[src/rtl/rotary_pkg.sv]
// Shared definitions for the rotary quadrature generator and decoder.
// Provides the FSM state type, the 2-bit phase index width and the
// left/right Gray-order quadrature tables indexed by phase ({A,B}).
package rotary_pkg;

    localparam int unsigned PHASE_IDX_W = 2;

    typedef enum logic [1:0] {
        IDLE = 2'd0,
        RUN  = 2'd1,
        DONE = 2'd2
    } state_e;

    // Quadrature pair packed as {A,B}
    typedef logic [1:0] ab_t;

    // Left: A rises while B = 1
    localparam ab_t LEFT_SEQ [4]  = '{2'b00, 2'b01, 2'b11, 2'b10};
    // Right: A rises while B = 0
    localparam ab_t RIGHT_SEQ [4] = '{2'b00, 2'b10, 2'b11, 2'b01};

    // Table lookup for a given direction and phase index
    function automatic ab_t quad_seq(input logic left, input logic [PHASE_IDX_W-1:0] idx);
        return left ? LEFT_SEQ[idx] : RIGHT_SEQ[idx];
    endfunction

endpackage

[src/rtl/rotary_quadrature_gen_if.sv]
// Command and status bundle of the rotary quadrature generator.
//   master: drives the command (valid/left/steps/abort), observes status.
//   slave : the generator; drives ready, A/B, busy, done, steps_left.
interface rotary_quadrature_gen_if #(
    parameter int unsigned STEP_W = 8
) ();

    logic              cmd_valid;
    logic              cmd_ready;
    logic              cmd_left;
    logic [STEP_W-1:0] cmd_steps;
    logic              cmd_abort;
    logic              rotary_A;
    logic              rotary_B;
    logic              busy;
    logic              done;
    logic [STEP_W-1:0] steps_left;

    modport master (
        output cmd_valid, cmd_left, cmd_steps, cmd_abort,
        input  cmd_ready, rotary_A, rotary_B, busy, done, steps_left
    );

    modport slave (
        input  cmd_valid, cmd_left, cmd_steps, cmd_abort,
        output cmd_ready, rotary_A, rotary_B, busy, done, steps_left
    );

endinterface

[src/rtl/rotary_phase_timer.sv]
// Phase dwell timer: counts 0..PHASE_CYCLES-1 while enabled and raises a
// registered one-cycle wrap pulse during the last count of each phase.
//   clk, rst_n : clock, async active-low reset
//   clear_i    : hold count at 0 (synchronous)
//   enable_i   : advance the count
//   wrap_o     : high in the cycle whose closing edge ends the phase
module rotary_phase_timer #(
    parameter int unsigned PHASE_CYCLES = 4
) (
    input  logic clk,
    input  logic rst_n,
    input  logic clear_i,
    input  logic enable_i,
    output logic wrap_o
);

    localparam int unsigned CNT_W = (PHASE_CYCLES > 2) ? $clog2(PHASE_CYCLES) : 1;
    localparam logic [CNT_W-1:0] CNT_LAST = CNT_W'(PHASE_CYCLES - 1);
    // Wrap is registered one count early so it lines up with CNT_LAST
    localparam logic [CNT_W-1:0] CNT_PRE  = CNT_W'(PHASE_CYCLES - 2);

    logic [CNT_W-1:0] cnt_q, cnt_d;
    logic             wrap_q, wrap_d;

    // Count and wrap state
    always_ff @(posedge clk or negedge rst_n) begin
        if (!rst_n) begin
            cnt_q  <= '0;
            wrap_q <= 1'b0;
        end else begin
            cnt_q  <= cnt_d;
            wrap_q <= wrap_d;
        end
    end

    // Next count / wrap
    always_comb begin
        cnt_d  = cnt_q;
        wrap_d = 1'b0;
        if (clear_i) begin
            cnt_d = '0;
        end else if (enable_i) begin
            cnt_d  = (cnt_q == CNT_LAST) ? '0 : cnt_q + CNT_W'(1);
            wrap_d = (cnt_q == CNT_PRE);
        end
    end

    assign wrap_o = wrap_q;

endmodule

[src/rtl/rotary_quadrature_gen.sv]
// Rotary quadrature generator: emits cmd_steps full quadrature cycles on
// A/B in the commanded direction, each state held PHASE_CYCLES clocks.
//   clk, rst_n : clock, async active-low reset
//   bus_if     : command handshake (valid/ready/left/steps/abort) and
//                status (rotary_A/B, busy, done pulse, steps_left)
module rotary_quadrature_gen
    import rotary_pkg::*;
#(
    parameter int unsigned PHASE_CYCLES = 4,
    parameter int unsigned STEP_W       = 8
) (
    input  logic                  clk,
    input  logic                  rst_n,
    rotary_quadrature_gen_if.slave bus_if
);

    state_e                 state_q, state_d;
    logic [PHASE_IDX_W-1:0] phase_q, phase_d;
    logic [STEP_W-1:0]      steps_q, steps_d;
    logic                   left_q, left_d;
    logic                   abort_q, abort_d;
    ab_t                    ab_q, ab_d;
    logic                   ready_q, ready_d;
    logic                   busy_q, busy_d;
    logic                   done_q, done_d;

    logic                   accept_c;
    logic                   timer_clear_c;
    logic                   timer_en_c;
    logic                   wrap;

    // ready_q is only ever high while IDLE, so it alone qualifies accept
    assign accept_c      = bus_if.cmd_valid && ready_q;
    assign timer_clear_c = (state_q != RUN);
    assign timer_en_c    = (state_q == RUN);

    rotary_phase_timer #(
        .PHASE_CYCLES (PHASE_CYCLES)
    ) u_timer (
        .clk      (clk),
        .rst_n    (rst_n),
        .clear_i  (timer_clear_c),
        .enable_i (timer_en_c),
        .wrap_o   (wrap)
    );

    // State and output registers
    always_ff @(posedge clk or negedge rst_n) begin
        if (!rst_n) begin
            state_q <= IDLE;
            phase_q <= '0;
            steps_q <= '0;
            left_q  <= 1'b0;
            abort_q <= 1'b0;
            ab_q    <= '0;
            ready_q <= 1'b1;
            busy_q  <= 1'b0;
            done_q  <= 1'b0;
        end else begin
            state_q <= state_d;
            phase_q <= phase_d;
            steps_q <= steps_d;
            left_q  <= left_d;
            abort_q <= abort_d;
            ab_q    <= ab_d;
            ready_q <= ready_d;
            busy_q  <= busy_d;
            done_q  <= done_d;
        end
    end

    // Next-state, step counter and output decode
    always_comb begin
        state_d = state_q;
        phase_d = phase_q;
        steps_d = steps_q;
        left_d  = left_q;
        abort_d = abort_q;

        case (state_q)
            IDLE: begin
                if (accept_c) begin
                    left_d  = bus_if.cmd_left;
                    steps_d = bus_if.cmd_steps;
                    abort_d = 1'b0;
                    phase_d = '0;
                    state_d = (bus_if.cmd_steps == '0) ? DONE : RUN;
                end
            end
            RUN: begin
                if (bus_if.cmd_abort) begin
                    abort_d = 1'b1;
                end
                if (wrap) begin
                    phase_d = phase_q + PHASE_IDX_W'(1);
                    // Last phase of a step: back at 00, one detent finished
                    if (phase_q == PHASE_IDX_W'(3)) begin
                        steps_d = steps_q - STEP_W'(1);
                        if ((steps_q == STEP_W'(1)) || abort_d) begin
                            state_d = DONE;
                        end
                    end
                end
            end
            DONE: begin
                state_d = IDLE;
            end
            default: begin
                state_d = IDLE;
            end
        endcase

        ab_d    = (state_d == RUN) ? quad_seq(left_d, phase_d) : ab_t'(0);
        busy_d  = (state_d == RUN);
        // done/ready trail the DONE state by one cycle each
        done_d  = (state_q == DONE);
        ready_d = (state_q == IDLE) && (state_d == IDLE);
    end

    assign bus_if.cmd_ready  = ready_q;
    assign bus_if.rotary_A   = ab_q[1];
    assign bus_if.rotary_B   = ab_q[0];
    assign bus_if.busy       = busy_q;
    assign bus_if.done       = done_q;
    assign bus_if.steps_left = steps_q;

endmodule

[src/flat_wrapper.sv]
// flat-port wrapper written by rule: the top's interface ports become plain ports
module rotary_quadrature_gen_flat import rotary_pkg::*;
#(
    parameter int unsigned PHASE_CYCLES = 4,
    parameter int unsigned STEP_W       = 8
)
  (clk, rst_n, bus_if_cmd_valid, bus_if_cmd_left, bus_if_cmd_steps, bus_if_cmd_abort, bus_if_cmd_ready, bus_if_rotary_A, bus_if_rotary_B, bus_if_busy, bus_if_done, bus_if_steps_left);
  rotary_quadrature_gen_if #(.STEP_W(STEP_W)) bus_if_i ();
  input  logic clk;
  input  logic rst_n;
  input wire logic [$bits(bus_if_i.cmd_valid)-1:0] bus_if_cmd_valid;
  input wire logic [$bits(bus_if_i.cmd_left)-1:0] bus_if_cmd_left;
  input wire logic [$bits(bus_if_i.cmd_steps)-1:0] bus_if_cmd_steps;
  input wire logic [$bits(bus_if_i.cmd_abort)-1:0] bus_if_cmd_abort;
  output wire logic [$bits(bus_if_i.cmd_ready)-1:0] bus_if_cmd_ready;
  output wire logic [$bits(bus_if_i.rotary_A)-1:0] bus_if_rotary_A;
  output wire logic [$bits(bus_if_i.rotary_B)-1:0] bus_if_rotary_B;
  output wire logic [$bits(bus_if_i.busy)-1:0] bus_if_busy;
  output wire logic [$bits(bus_if_i.done)-1:0] bus_if_done;
  output wire logic [$bits(bus_if_i.steps_left)-1:0] bus_if_steps_left;
  assign bus_if_i.cmd_valid = bus_if_cmd_valid;
  assign bus_if_i.cmd_left = bus_if_cmd_left;
  assign bus_if_i.cmd_steps = bus_if_cmd_steps;
  assign bus_if_i.cmd_abort = bus_if_cmd_abort;
  assign bus_if_cmd_ready = bus_if_i.cmd_ready;
  assign bus_if_rotary_A = bus_if_i.rotary_A;
  assign bus_if_rotary_B = bus_if_i.rotary_B;
  assign bus_if_busy = bus_if_i.busy;
  assign bus_if_done = bus_if_i.done;
  assign bus_if_steps_left = bus_if_i.steps_left;
  rotary_quadrature_gen #(.PHASE_CYCLES(PHASE_CYCLES), .STEP_W(STEP_W)) u_core (.clk(clk), .rst_n(rst_n), .bus_if(bus_if_i));
endmodule
[config.mk]
export PLATFORM = sky130hd
export DESIGN_NAME = rotary_quadrature_gen_flat
export DESIGN_NICKNAME = d
export VERILOG_FILES = /design/src/rtl/rotary_pkg.sv /design/src/rtl/rotary_quadrature_gen_if.sv /design/src/rtl/rotary_phase_timer.sv /design/src/rtl/rotary_quadrature_gen.sv /design/src/flat_wrapper.sv
export SDC_FILE = /design/constraint.sdc
export NUM_CORES = 1
export LEC_CHECK = 0
export BUFFER_PORTS_ARGS = -buffer_cell sky130_fd_sc_hd__buf_2
export CAP_MARGIN = 25
export CORE_ASPECT_RATIO = 1.4
export CORE_MARGIN = 2
export CORE_UTILIZATION = 46
export DETAILED_ROUTE_END_ITERATION = 10
export GPL_TIMING_DRIVEN = 0
export PLACE_DENSITY_LB_ADDON = 0.1
export RECOVER_POWER = 100
export SYNTH_ARGS = -nofsm -noshare
export SYNTH_HDL_FRONTEND = slang
export SYNTH_SLANG_ARGS = --single-unit
[constraint.sdc]
create_clock -name clk -period 1.7 [get_ports clk]
set_clock_uncertainty 0.05 [all_clocks]
set_input_delay 0.085 -clock clk [delete_from_list [all_inputs] [get_ports clk]]
set_output_delay 0.085 -clock clk [all_outputs]
set_load 0.005 [all_outputs]
==> metrics.yaml <==
ys_seq_area_share_pct: 46.4
insertion_delay_ps: 300
cp_max_fo: 9
synth_edf_count: 0
cts_tree: "done"
vias: 1103
cp_top_family: "compound AO/OA/AOI/OAI gates"
cts_max_level: 1
place_ws_ps: -98.5
criticalPathCategory: "flip-flop to flip-flop"
track_usage_pct: 21.0
min_period_ps: 1660
ir_drop_v: 0.000951
die_w_um: 47.0
ys.flop_type: "dfrtp_1"
num_antenna_cells: 0
fmax_mhz: 602
synth_cell_types: 40
p_leak_nw: 0.715
wl_per_cell_um: 14.4
hold_class: "primary input to flip-flop"
antenna_found_initial: 0
cts_sinks: 22
cp-end-kind: "flip-flop"
drive_gt1_share_pct: 32.1
drc: 0
slew_viol_final: 0
io_pins: 26
drv_cap: 0
grt_max_degree: 23
required_ps: 1850
layout.cells.non_filler: 199
rows: 21
worst_path_largest_cell_delay_ps: 480
relSlewSlack_pct: 19.9
nets: 184
powerDensity_mw_per_mm2: 1690
post-route-period-util_pct: 97.8
post-route-util_pct: 63.6
hold_viol: 0
die_area_sq_mm: 0.00301
root_buffer: "clkbuf_4"
core_sq_mm: 0.00242
grt_overflow: 0
arrival_ps: 1810
finalSetupViolCount: 0
start_util_pct: 49.2
hpwl_um: 1970
cts_inserted_buffers: 3
syn_to_final_growth_pct: 29.3
crit_chain: "nand4bb_4, and3_1, o32a_1, o221a_1"
syn_inst: 121
worst_path_max_delay_cell: "dfrtp_1"
timing.final.ws_setup_ps: 38.0
syn_area_sq_mm: 0.00119
dpl.cell_count: 180
dr.first_iter.drc_count: 20
grt_pass1_vias: 1060
yosysWarnings: 0
cts.clk_slew.worst_paths_ps: 120
wl_um: 2860
worstMarginPinSlew_ps: 1200
die_h_um: 64.1
syn-num-nets: 139
design_area_sq_mm: 0.00154
synth-seq-cells: 22
critPathLaunchType: "flip-flop"
layout_commonest_cell: "buf_2"
ant_nets: 0
firstDrtPassIters: 4
status: "finished, final reports clean"
cts.path.max_buffers: 2
timing.hold.ws_ps: 14.0
syn_avg_cell_area_sq_um: 9.82
vias_per_cell: 5.54
crit_buf_inv: 0
placed_area_sq_mm: 0.00136
async_flop_share_pct: 100
io_buffers: 25
gp_congestion: 0.783
final_cell_mix: "buf_2, dfrtp_1, nor2_1"
grt_pass1_wl_um: 4660
fillers: 211
-- worst paths after layout --
path	start	to	slack [ps]	cells after the start
max	u_core.state_q[1]$_DFF_PN0_	u_core.ab_q[1]$_DFF_PN0_	40	4
min	bus_if_cmd_steps[5]	u_core.bus_if.steps_left[5]$_DFFE_PN0P_	10	3
max reg2reg	u_core.state_q[1]$_DFF_PN0_	u_core.ab_q[1]$_DFF_PN0_	40	4
min reg2reg	u_core.u_timer.cnt_q[0]$_DFF_PN0_	u_core.u_timer.cnt_q[0]$_DFF_PN0_	430	1
max in group asynchronous	rst_n	u_core.state_q[0]$_DFF_PN0_	320	2
min in group asynchronous	rst_n	u_core.bus_if.done$_DFF_PN0_	480	2
-- cells by family (layout without fill, tap and decap cells) --
group / count (synthesis) / in the layout / share of synthesized area, %
simple gates: 44 / 44 / 21.6
compound gates: 41 / 41 / 22.9
flops: 22 / 22 / 46.4
buf+inv: 9 / 53 / 3.79
fa+ha+maj: 5 / 5 / 5.26
-- final cells by class --
class | count | area [sq um] | share of cell area (%)
multi-input combinational | 90 | 618 | 40.2
sequential | 22 | 553 | 36.0
tap | 34 | 42.5 | 2.77
inverter | 4 | 15.0 | 0.977
buffer | 4 | 26.3 | 1.71
clock buffer | 4 | 26.3 | 1.71
timing repair buffer | 41 | 255 | 16.6
-- cell usage after synthesis (2+ instances only) --
library cell	n	share of area [%]
and2_1	3	1.6
ha_1	5	5.3
o21ai_1	10	4.2
nand4b_1	2	1.5
a221o_1	2	1.7
nand2_1	7	2.2
nor2_1	11	3.5
o21ai_0	5	2.1
a32oi_1	3	2.2
inv_1	4	1.3
buf_2	3	1.3
a22oi_1	2	1.3
nor4_1	3	1.6
and3_1	2	1.1
nor2b_1	2	1.1
nor3_1	6	2.5
a21oi_1	8	3.4
dfrtp_1	21	44
-- routing by layer --
| metal | vias to the layer above | share of wire [%] | track usage, % |
|---|---|---|---|
| met2 | 31 | 54 | 36.5 |
| met3 | 4 | 3.9 | 2.54 |
| met1 | 524 | 41 | 25.3 |
| met5 | - | 0 | 0 |
| li1 | 544 | - | - |
| met4 | 0 | 0.91 | 7.29 |
-- metrics by stage --
stage               TNS [ps]  power, mW
finish                     0       2.60
global route           -19.6       2.86
CTS                        0       2.51
detailed placement      -176       2.17
global placement        -147       2.14
floorplan                  0       1.79
-- power breakdown --
part | total [mW] | switching [mW] | internal, mW
sequential | 0.986 | 0.234 | 0.751
combinational | 1.37 | 0.686 | 0.683
clock | 0.244 | 0.152 | 0.0915
total | 2.60 | 1.07 | 1.53
-- repair_timing --
| action | CTS | global route |
|---|---|---|
| endpoints found under the setup margin | 2 | 8 |
| buffers inserted | 5 | 6 |
| hold endpoints to repair | 23 | 1 |
| hold buffers | 3 | 1 |
| gates resized for setup | 3 | 6 |
| cloned | 0 | 1 |
| pin swaps | 1 | 6 |
-- flip-flops by register name, indices dropped and copies added (netlist names) --
signal / flops
u_core.bus_if.done: 1
u_core.bus_if.busy: 1
u_core.bus_if.steps_left: 8
u_core.state_q: 2
u_core.u_timer.wrap_o: 1
u_core.u_timer.cnt_q: 2
u_core.abort_q: 1
u_core.bus_if.cmd_ready: 1
u_core.ab_q: 2
u_core.left_q: 1
u_core.phase_q: 2
-- worst min-delay path: cells and delay by family --
kind | cells | cell delay [ps]
buf+inv | 1 | 90
compound gates | 2 | 150
Note: power is estimated with default switching activity, not from simulation.
